File: config.mk
export PLATFORM = sky130hd
export DESIGN_NAME = l1c_refill_arbiter
export DESIGN_NICKNAME = d
export VERILOG_FILES = /design/src/rtl/l1c_refill_arbiter.sv
export SDC_FILE = /design/constraint.sdc
export NUM_CORES = 1
export LEC_CHECK = 0
export ABC_AREA = 1
export ABC_CLOCK_PERIOD_IN_PS = 1500
export CAP_MARGIN = 0
export CORE_MARGIN = 1
export CORE_UTILIZATION = 25
export CTS_CLUSTER_SIZE = 24
export DETAILED_ROUTE_END_ITERATION = 7
export PLACE_DENSITY = 0.66
export SLEW_MARGIN = 20
export SYNTH_ARGS = -nofsm -noshare
export SYNTH_HDL_FRONTEND = slang
export SYNTH_SLANG_ARGS = --single-unit
File: constraint.sdc
create_clock -name clk -period 1.5 [get_ports clk]
set_clock_uncertainty 0.15 [all_clocks]
set_input_delay 0.3 -clock clk [delete_from_list [all_inputs] [get_ports clk]]
set_output_delay 0.3 -clock clk [all_outputs]
set_load 0.02 [all_outputs]
File: src/rtl/l1c_refill_arbiter.sv
// l1c_refill_arbiter: shares one AXI4 read master between the L1 I-cache and D-cache refill paths.
// Each refill is one AR handshake followed by its full R burst; simultaneous requests alternate.
module l1c_refill_arbiter #(
  parameter logic [3:0] ID_I  = 4'd0,
  parameter logic [3:0] ID_D  = 4'd1,
  parameter int         LEN_W = 4
) (
  input  logic             clk,
  input  logic             rst,

  input  logic             i_req,
  input  logic [31:0]      i_addr,
  input  logic [LEN_W-1:0] i_len,
  output logic             i_ack,
  output logic [31:0]      i_rdata,
  output logic             i_rvalid,
  output logic             i_rlast,

  input  logic             d_req,
  input  logic [31:0]      d_addr,
  input  logic [LEN_W-1:0] d_len,
  output logic             d_ack,
  output logic [31:0]      d_rdata,
  output logic             d_rvalid,
  output logic             d_rlast,

  output logic [3:0]       ARID_M,
  output logic [31:0]      ARADDR_M,
  output logic [LEN_W-1:0] ARLEN_M,
  output logic [2:0]       ARSIZE_M,
  output logic [1:0]       ARBURST_M,
  output logic             ARVALID_M,
  input  logic             ARREADY_M,

  input  logic [3:0]       RID_M,
  input  logic [31:0]      RDATA_M,
  input  logic [1:0]       RRESP_M,
  input  logic             RLAST_M,
  input  logic             RVALID_M,
  output logic             RREADY_M,

  output logic             busy,
  output logic             rd_err
);

  typedef enum logic [1:0] {
    IDLE = 2'd0,
    ADDR = 2'd1,
    DATA = 2'd2
  } state_t;

  localparam logic OWN_I = 1'b0;
  localparam logic OWN_D = 1'b1;

  state_t           state, state_nxt;
  logic             owner, owner_nxt;
  logic             last_grant, last_grant_nxt;
  logic [31:0]      araddr_nxt;
  logic [LEN_W-1:0] arlen_nxt;
  logic [3:0]       arid_nxt;
  logic [LEN_W-1:0] beat_cnt, beat_cnt_nxt;
  logic             grant_i, grant_d;
  logic             beat, beat_err;

  assign ARSIZE_M  = 3'b010;
  assign ARBURST_M = 2'b01;
  assign i_rdata   = RDATA_M;
  assign d_rdata   = RDATA_M;
  assign busy      = (state != IDLE);

  // A lone request always wins; on a tie the side that did not win last time goes.
  assign grant_i = i_req & (~d_req | (last_grant == OWN_D));
  assign grant_d = d_req & (~i_req | (last_grant == OWN_I));

  // beat_cnt holds the index of the beat currently on the bus, so it must equal ARLEN exactly on RLAST.
  assign beat     = (state == DATA) & RVALID_M;
  assign beat_err = (RRESP_M != 2'b00) | (RID_M != ARID_M)
                  | (RLAST_M & (beat_cnt != ARLEN_M))
                  | (~RLAST_M & (beat_cnt == ARLEN_M));
  assign rd_err   = beat & beat_err;

  always_ff @(posedge clk) begin
    if (rst) begin
      state      <= IDLE;
      owner      <= OWN_I;
      last_grant <= OWN_D;
      ARADDR_M   <= '0;
      ARLEN_M    <= '0;
      ARID_M     <= '0;
      beat_cnt   <= '0;
    end else begin
      state      <= state_nxt;
      owner      <= owner_nxt;
      last_grant <= last_grant_nxt;
      ARADDR_M   <= araddr_nxt;
      ARLEN_M    <= arlen_nxt;
      ARID_M     <= arid_nxt;
      beat_cnt   <= beat_cnt_nxt;
    end
  end

  always_comb begin
    state_nxt      = state;
    owner_nxt      = owner;
    last_grant_nxt = last_grant;
    araddr_nxt     = ARADDR_M;
    arlen_nxt      = ARLEN_M;
    arid_nxt       = ARID_M;
    beat_cnt_nxt   = beat_cnt;
    ARVALID_M      = 1'b0;
    RREADY_M       = 1'b0;
    i_ack          = 1'b0;
    d_ack          = 1'b0;
    i_rvalid       = 1'b0;
    i_rlast        = 1'b0;
    d_rvalid       = 1'b0;
    d_rlast        = 1'b0;

    case (state)
      IDLE: begin
        if (grant_i | grant_d) begin
          owner_nxt  = grant_d ? OWN_D : OWN_I;
          araddr_nxt = grant_d ? d_addr : i_addr;
          arlen_nxt  = grant_d ? d_len : i_len;
          arid_nxt   = grant_d ? ID_D : ID_I;
          state_nxt  = ADDR;
        end
      end

      ADDR: begin
        ARVALID_M = 1'b1;
        if (ARREADY_M) begin
          i_ack          = (owner == OWN_I);
          d_ack          = (owner == OWN_D);
          last_grant_nxt = owner;
          beat_cnt_nxt   = '0;
          state_nxt      = DATA;
        end
      end

      DATA: begin
        // RREADY depends on state alone so it never loops back through RVALID.
        RREADY_M = 1'b1;
        i_rvalid = beat & (owner == OWN_I);
        d_rvalid = beat & (owner == OWN_D);
        i_rlast  = beat & RLAST_M & (owner == OWN_I);
        d_rlast  = beat & RLAST_M & (owner == OWN_D);
        if (RVALID_M) begin
          beat_cnt_nxt = beat_cnt + LEN_W'(1);
          if (RLAST_M) state_nxt = IDLE;
        end
      end

      default: state_nxt = IDLE;
    endcase
  end

endmodule
==> results of run 1 <==
[worst min-delay path, delay by kind of cell]
kind            cells  cell delay (ps)
simple gates        1               60
compound gates      1               50
buf+inv             2              300
[flip-flops by register name, summed over array words and instances, names as in the netlist]
name / cells
ARADDR_M: 32
ARID_M: 1
ARLEN_M: 4
beat_cnt: 4
last_grant: 1
state: 2
[final timing paths]
| check | from | endpoint | slack (ps) | cells after the start |
|---|---|---|---|---|
| worst max-delay path | RRESP_M[1] | rd_err | -290 | 8 |
| worst max register to register | state[0]$_SDFFE_PP0P_ | ARADDR_M[5]$_SDFFE_PP0P_ | -10 | 9 |
| worst min register to register | last_grant$_SDFFE_PP1P_ | last_grant$_SDFFE_PP1P_ | 360 | 2 |
| worst min-delay path | ARREADY_M | state[0]$_SDFFE_PP0P_ | 310 | 4 |
[metrics by stage]
step	cells	instance area (sq um)	setup slack [ps]	hold slack, ps
after detailed placement	584	3790	-850	355
after floorplan	375	2670	-23.7	219
final	608	4430	-293	314
after CTS	602	4170	-340	313
after global placement	584	3790	-822	347
after global routing	608	4430	-378	342
[power by group]
group | internal, uW | total, uW | switching (uW)
clock network | 495 | 908 | 413
logic | 815 | 1570 | 757
registers | 1310 | 1410 | 97.1
[what timing repair did]
action | CTS | global route
pin swaps | 7 | 15
gates resized for setup | 151 | 71
buffers inserted | 6 | 5
cloned | 5 | 2
endpoints found under the setup margin | 73 | 49
hold buffers | 0 | 0
[synth_stat cells]
cell type	count	area (sq um)
sky130_fd_sc_hd__or2_2	1	6.26
sky130_fd_sc_hd__a21oi_1	8	40.0
sky130_fd_sc_hd__nor2_2	3	18.8
sky130_fd_sc_hd__o21ai_1	23	115
sky130_fd_sc_hd__nand2_2	3	18.8
sky130_fd_sc_hd__buf_6	4	45.0
sky130_fd_sc_hd__ha_1	1	12.5
sky130_fd_sc_hd__dfxtp_1	44	881
sky130_fd_sc_hd__buf_2	7	35.0
sky130_fd_sc_hd__nand3_1	3	15.0
sky130_fd_sc_hd__buf_1	1	3.75
sky130_fd_sc_hd__a31oi_1	36	225
sky130_fd_sc_hd__nand2_1	98	368
sky130_fd_sc_hd__conb_1	2	7.51
sky130_fd_sc_hd__inv_2	3	11.3
sky130_fd_sc_hd__nor2_1	13	48.8
sky130_fd_sc_hd__clkbuf_1	3	11.3
sky130_fd_sc_hd__inv_1	17	63.8
sky130_fd_sc_hd__nor3_1	6	30.0
sky130_fd_sc_hd__nand2_4	2	22.5
sky130_fd_sc_hd__buf_4	76	571
sky130_fd_sc_hd__o21ai_0	15	75.1
[routing by layer]
metal | wire, um | GRT usage, % | vias up
met5 | 0 | 0 | -
met4 | 360 | 7.96 | 0
met3 | 709 | 4.82 | 34
met2 | 4030 | 26.6 | 134
met1 | 3240 | 15.0 | 1216
li1 | - | - | 1329
[final cells by class]
cell class                      count  area, sq um
Inverter                           20         77.6
Clock inverter                      2         35.0
Timing Repair Buffer              180         1900
Clock buffer                        6         72.6
Multi-Input combinational cell    220         1280
Sequential cell                    44          895
Tap cell                          136          170
Fill cell                        1038         5800
[logic make-up after synthesis]
| kind of cell | Yosys count |
|---|---|
| other cells | 2 |
| buf+inv | 111 |
| compound gates | 82 |
| fa+ha+maj | 1 |
| flops | 44 |
| simple gates | 129 |
==> run summary, run 1 <==
The share of post-route cells with drive strength above 1 came out at between 30% and 40%. The number of nets in the layout is roughly 600. The detailed placement HPWL is 5520 um. The diode insertion count for antenna repair came out at 0. The die height is about 100 um.

The design draws ~4000 uW. The detailed router finished its first iteration with 95 violations. The number of slew-limit violations in the final report is 0. The floorplan core area came out at roughly 0.01 sq mm.

In the final routed layout, each cell accounts on average for between 10 and 15 um. By startpoint and endpoint, the worst setup path is classified as input pin to output pin. At the end of routability-driven placement, the weighted congestion stood at roughly 0.78. No sink is reached through more buffers than the 2 on the longest clock path. The synthesis-to-finish area growth came out at 68.7%. The number of antenna violations at the first check in global routing came out at 0.

The die area is approximately 0.011 sq mm. TritonCTS built the clock tree. The root buffer selected by CTS is sky130_fd_sc_hd__clkbuf_8. The number of global-route vias before repair came out at between 2000 and 3000. The cell leakage power came out at between 0.0015 and 0.002 uW.

After detailed routing, the number of vias per cell comes to roughly 4.5. The final clock period utilization by the worst path is 120%. The fraction of the mapped netlist area in adder cells is 0.477%. Traced cell by cell, the critical path runs through clkdlybuf4s50_1 > nor2_1 > nand3_1 > nor3_2 > nand3_1 > nand2_1 > inv_1 > buf_6. The overall overflow remaining after global route came out at 0. The average instance area after synthesis is around 7.1 sq um. The detailed-router iteration count before antenna repair came out at 5. The worst hold path class is input pin to flop. Synthesis instantiated 22 different standard cells from the library. The peak per-stage delay on the critical path is ~400 ps. The dominant delay contributor by cell family on the critical path is buffers and inverters. The die span in x is 104 um. The global routing usage summed across all routing layers is roughly 15%. Setup repair after global routing could not meet its margin everywhere. For this run, design rule violations remaining after detail routing come to 0.

The setup total negative slack came out at -1260 ps. The worst setup path is launched from an input pin. TritonCTS created 5 clock buffers. The total number of vias came out at 2713. Setup slack on the critical path of the routed design comes to -293 ps.

The worst-case IR drop observed on VDD is approximately 0.52 mV. The total count of hold-check failures in the final report came out at 0. The number of clock sinks came out at 44. After synthesis the cells add up to 0.00263 sq mm. The main combinational cell family by area after synthesis is buffers and inverters. The total number of yosys warnings came out at 0. Max-cap violations in this run came to 0. For this design the ratio of total power to cell area is 878 mW/mm^2. STA puts the critical path data required time at approximately 1100 ps.

The most frequent cell on the critical path is sky130_fd_sc_hd__nand3_1. Summing the areas of all compound-gate instances in the mapped netlist gives between 10% and 20% of the synthesized area. The initial cell density of the core came out at 25.7%.

The clock tree synthesis step divided the H-tree into 2 levels. Setup violations remaining at the end of the flow were counted as 14. The share of cell area taken by muxes after synthesis came out at 0%.

The clock latency on the worst-skew pair is around 290 ps. The first global-routing pass estimated roughly 13000 um of wire. The final reports fail on negative setup slack. The register area share after synthesis came out at 33.6%.

In this run the count of I/O pins placed on the die edge is about 240. The simple-gate area share of the yosys netlist came out at between 20% and 30%. In the layout the commonest cells are 95 x sky130_fd_sc_hd__nand2_1, 77 x sky130_fd_sc_hd__clkdlybuf4s50_1, 33 x sky130_fd_sc_hd__dfxtp_1, 31 x sky130_fd_sc_hd__a31oi_1, 29 x sky130_fd_sc_hd__buf_4.

The peak fanout along the critical path is 1. The sum of routed wire length over all layers is around 8300 um. The maximum operating frequency came out at approximately 560 MHz.

STA classifies the critical path endpoint as an output pin. The slowest stage of the critical path belongs to the cell sky130_fd_sc_hd__clkdlybuf4s50_1. The run finished, with violations left. The buffering stage count on the worst path with inverters included is 3.

After clock tree synthesis, the clock-pin slew on the worst setup and hold paths is 80 ps. The final core area utilization came out at 43.3%. The number of register bits inferred by synthesis came out at 44. The library cell used most frequently in the layout, excluding fill and tap cells, is sky130_fd_sc_hd__nand2_1. The maximum number of pins on one net before global-route repair came out at 27. STA puts the critical path data arrival time at around 1300 ps.

The fraction of synthesized cell area in xor and xnor cells came out at 0%. In this run the remaining antenna-violating nets after routing total 0. The clock period minus final worst setup slack came out at between 1500 and 2000 ps. Port buffering added between 100 and 150 buffers. Row generation in the floorplan step produced 37 rows. The number of cells produced by synthesis is 369.
Note: power is estimated with default switching activity, not from simulation.
==> inputs of run 2 (changes only) <==
--- a/config.mk
+++ b/config.mk
@@ -13,6 +13,7 @@
 export CTS_CLUSTER_SIZE = 24
 export DETAILED_ROUTE_END_ITERATION = 7
 export PLACE_DENSITY = 0.66
+export SKIP_CTS_REPAIR_TIMING = 1
 export SLEW_MARGIN = 20
 export SYNTH_ARGS = -nofsm -noshare
 export SYNTH_HDL_FRONTEND = slang
==> run 2 against run 1 <==
Net effect:
- the flow still finishes with violations (negative setup slack)
- fmax is 2.0% lower
- combinational power rose by 5%
- hold slack got worse by 94 ps
- flip-flop and latch count unchanged
- clock power about the same
- clock-buffer cell count did not move
- die area did not move
- highest routed layer unchanged
==> run summary, run 2 (same netlist as run 1, synthesis figures left out) <==
The flow ran to the end, but the final reports show violations. The final reports fail on negative setup slack. The maximum number of pins on one net before global-route repair came out at between 40 and 50. The pre-CTS worst setup slack is -850 ps.

The total count of hold-check failures in the final report is 0. The path with the worst hold slack has its endpoint at state[1]$_SDFFE_PP0P_. The data arrival time of the worst path came out at approximately 1400 ps.

The floorplan core area is 0.0102 sq mm. The initial cell density of the core came out at between 20% and 30%. The final layout contains routed wiring with a total length of between 8000 and 9000 um. The DRC marker count from the first detailed-route iteration is 63. The diode insertion count for antenna repair came out at 0.

The overall overflow remaining after global route is 0. The clock reaches the later pin of the worst-skew pair after 290 ps. The number of flip-flops under the largest register name is 32. The routed design uses between 700 and 800 um of met3 wire.

Of the cells placed in the final design, the portion with a size suffix greater than 1 is 28.0%. The net switching power of the design came out at roughly 1300 uW. The largest registers in the layout are ARADDR_M: 32 flops, ARLEN_M: 4 flops, beat_cnt: 4 flops.

The met1 wire length is ~3300 um. The number of clock sinks came out at 44. The number of global-route vias before repair is between 2000 and 3000. The met2 routed wirelength is between 4000 and 5000 um. The number of levels the H-tree was split into came out at 2. The worst setup path is captured at an output pin. In the finished design, the share of the clock period the worst path needs comes to 122%. The clock network fraction of design power came out at a little under a quarter. The routed layout has ~2700 vias.

In this run the worst hold path is classified as input pin to flop. The area growth from synthesis to layout is 74.7%. The post-placement cell count came out at between 500 and 600. On the critical path, the stage with the largest delay is an instance of sky130_fd_sc_hd__clkdlybuf4s50_1. The clock-pin slew on the worst setup and hold paths came out at roughly 80 ps. Leaving out fill and tap cells, the most frequent cell in the layout is sky130_fd_sc_hd__nand2_1. The start-to-end type of the worst setup path is input pin to output pin.

In this run the critical register-to-register path is launched from state[1]$_SDFFE_PP0P_. The die area is around 0.011 sq mm. Input and output buffers added on the ports amount to between 100 and 150. The number of nets in the layout is 589. The peak per-stage delay on the critical path is ~400 ps. The count of maximum capacitance violations came out at 0. Signal routing reaches up to met4. Net switching is 32.3% of the power. The fill cell total of the finished layout is ~1000. The number of slew-limit violations in the final report came out at 0. The die span in x is between 100 and 150 um. The cell leakage power came out at around 0.0024 uW. The worst register-to-register path ends at ARADDR_M[5]$_SDFFE_PP0P_. The total clock buffers created by CTS came out at 5. Based on the critical path, the design can be clocked at up to around 550 MHz. The worst-case setup margin in the final layout is -329 ps. The global routing usage summed across all routing layers came out at around 13%.

The critical path goes through clkdlybuf4s50_1 > or2_4 > nor3_2 > nand3_1 > nand2_1 > inv_1 > buf_6. The die height is roughly 100 um. The final core area utilization is 44.8%.

The final standard cell count with taps included and fillers excluded came out at approximately 610. For the worst flop-to-flop path, the logic depth is 9. The global-route wire length before repair came out at roughly 11000 um. Internal power comes to around 2700 uW. The ratio of routed vias to standard cells is 4.49. The number of DRC violations after detailed routing came out at 0.

The final estimated routing congestion in global placement is between 0.7 and 0.8. The count of antenna-violating nets left after detailed routing came out at 0. The logic gate share of total power came out at a little over two fifths. The maximum vdd ir drop came out at between 0.4 and 0.5 mV. The library cells used most frequently in the layout, excluding fill and tap cells, are 93 x sky130_fd_sc_hd__nand2_1, 80 x sky130_fd_sc_hd__clkdlybuf4s50_1, 41 x sky130_fd_sc_hd__dlymetal6s2s_1, 33 x sky130_fd_sc_hd__dfxtp_1, 29 x sky130_fd_sc_hd__buf_4. ARADDR_M holds more flip-flops than any other register. The worst hold path was traced through 4 stages. The total power density per cell area came out at 863 mW/mm^2. The detailed placement HPWL is between 5000 and 6000 um.

The clock passes through at most 2 buffers. Once placement finished, the instance area stood at roughly 0.0038 sq mm. The worst setup path is launched from an input pin. The number of antenna violations at the first check in global routing is 0.

The root buffer selected by CTS is sky130_fd_sc_hd__clkbuf_8. Setup repair after global routing could not meet its margin everywhere. TritonCTS built the clock tree. The smallest clock period supported by the final layout is computed as between 1500 and 2000 ps. The final number of setup-violating endpoints came out at 47. The detailed-router iteration count before antenna repair is 4. The I/O pin total came out at approximately 240. The worst hold path begins at RLAST_M. Along the worst path, the maximum fanout reaches 1. Total power for the finished layout comes to between 3000 and 4000 uW.

The area of all placed cells without fillers is roughly 0.0046 sq mm. The average wire per cell in the routed design is around 14 um. The reg-to-reg setup timing slack is -110 ps. The data required time at the worst endpoint came out at roughly 1100 ps. In this run, flip-flops and latches consume between 30% and 40% of the power.

The standard-cell row count came out at 37.
run 2: layout make-up:
cell class	count	area (sq um)	share of cell area, %
clock buffer	6	72.6	1.58
timing repair buffer	180	2030	44.2
clock inverter	2	35.0	0.764
inverter	20	77.6	1.69
tap	136	170	3.71
sequential	44	895	19.5
multi-input combinational	220	1310	28.5
run 2: worst max path at each step:
| stage | endpoint | from | cells after the start |
|---|---|---|---|
| after floorplan | i_ack | state[0]$_SDFFE_PP0P_ | 4 |
| after global placement | rd_err | RID_M[1] | 7 |
| after detailed placement | rd_err | RID_M[1] | 7 |
| after CTS | rd_err | RID_M[1] | 7 |
| after global routing | rd_err | ARID_M[0]$_SDFFE_PP0P_ | 8 |
| final | rd_err | RID_M[1] | 7 |
run 2: power by group through the flow:
stage / clock network, uW / registers, uW / logic (uW)
finish: 907 / 1400 / 1650
detailed placement: 0 / 1410 / 1260
global route: 994 / 1410 / 1760
global placement: 0 / 1410 / 1260
floorplan: 0 / 1560 / 703
CTS: 946 / 1390 / 1270
run 2: per-layer routing:
layer	global-route usage [%]	up-vias
met3	5.08	30
li1	-	1330
met2	23.3	131
met1	12.8	1236
met5	0	-
met4	6.73	0
run 2: worst max-delay path, delay by kind of cell:
family | cells | cell delay (ps)
and+or+nand+nor | 4 | 500
buffers and inverters | 3 | 570
run 2: per-stage QoR:
step,TNS [ps],hold WS (ps)
floorplan,-29.2,219
global placement,-12780,347
detailed placement,-14260,355
CTS,-15580,368
global route,-6180,225
finish,-3260,220
==> inputs of run 3 (changes only) <==
--- a/config.mk
+++ b/config.mk
@@ -10,6 +10,7 @@
 export CAP_MARGIN = 0
 export CORE_MARGIN = 1
 export CORE_UTILIZATION = 25
+export CTS_CLUSTER_DIAMETER = 120
 export CTS_CLUSTER_SIZE = 24
 export DETAILED_ROUTE_END_ITERATION = 7
 export PLACE_DENSITY = 0.66
==> results of run 3 <==
No change in the layout: final DEF, timing and power equal those of run 2.
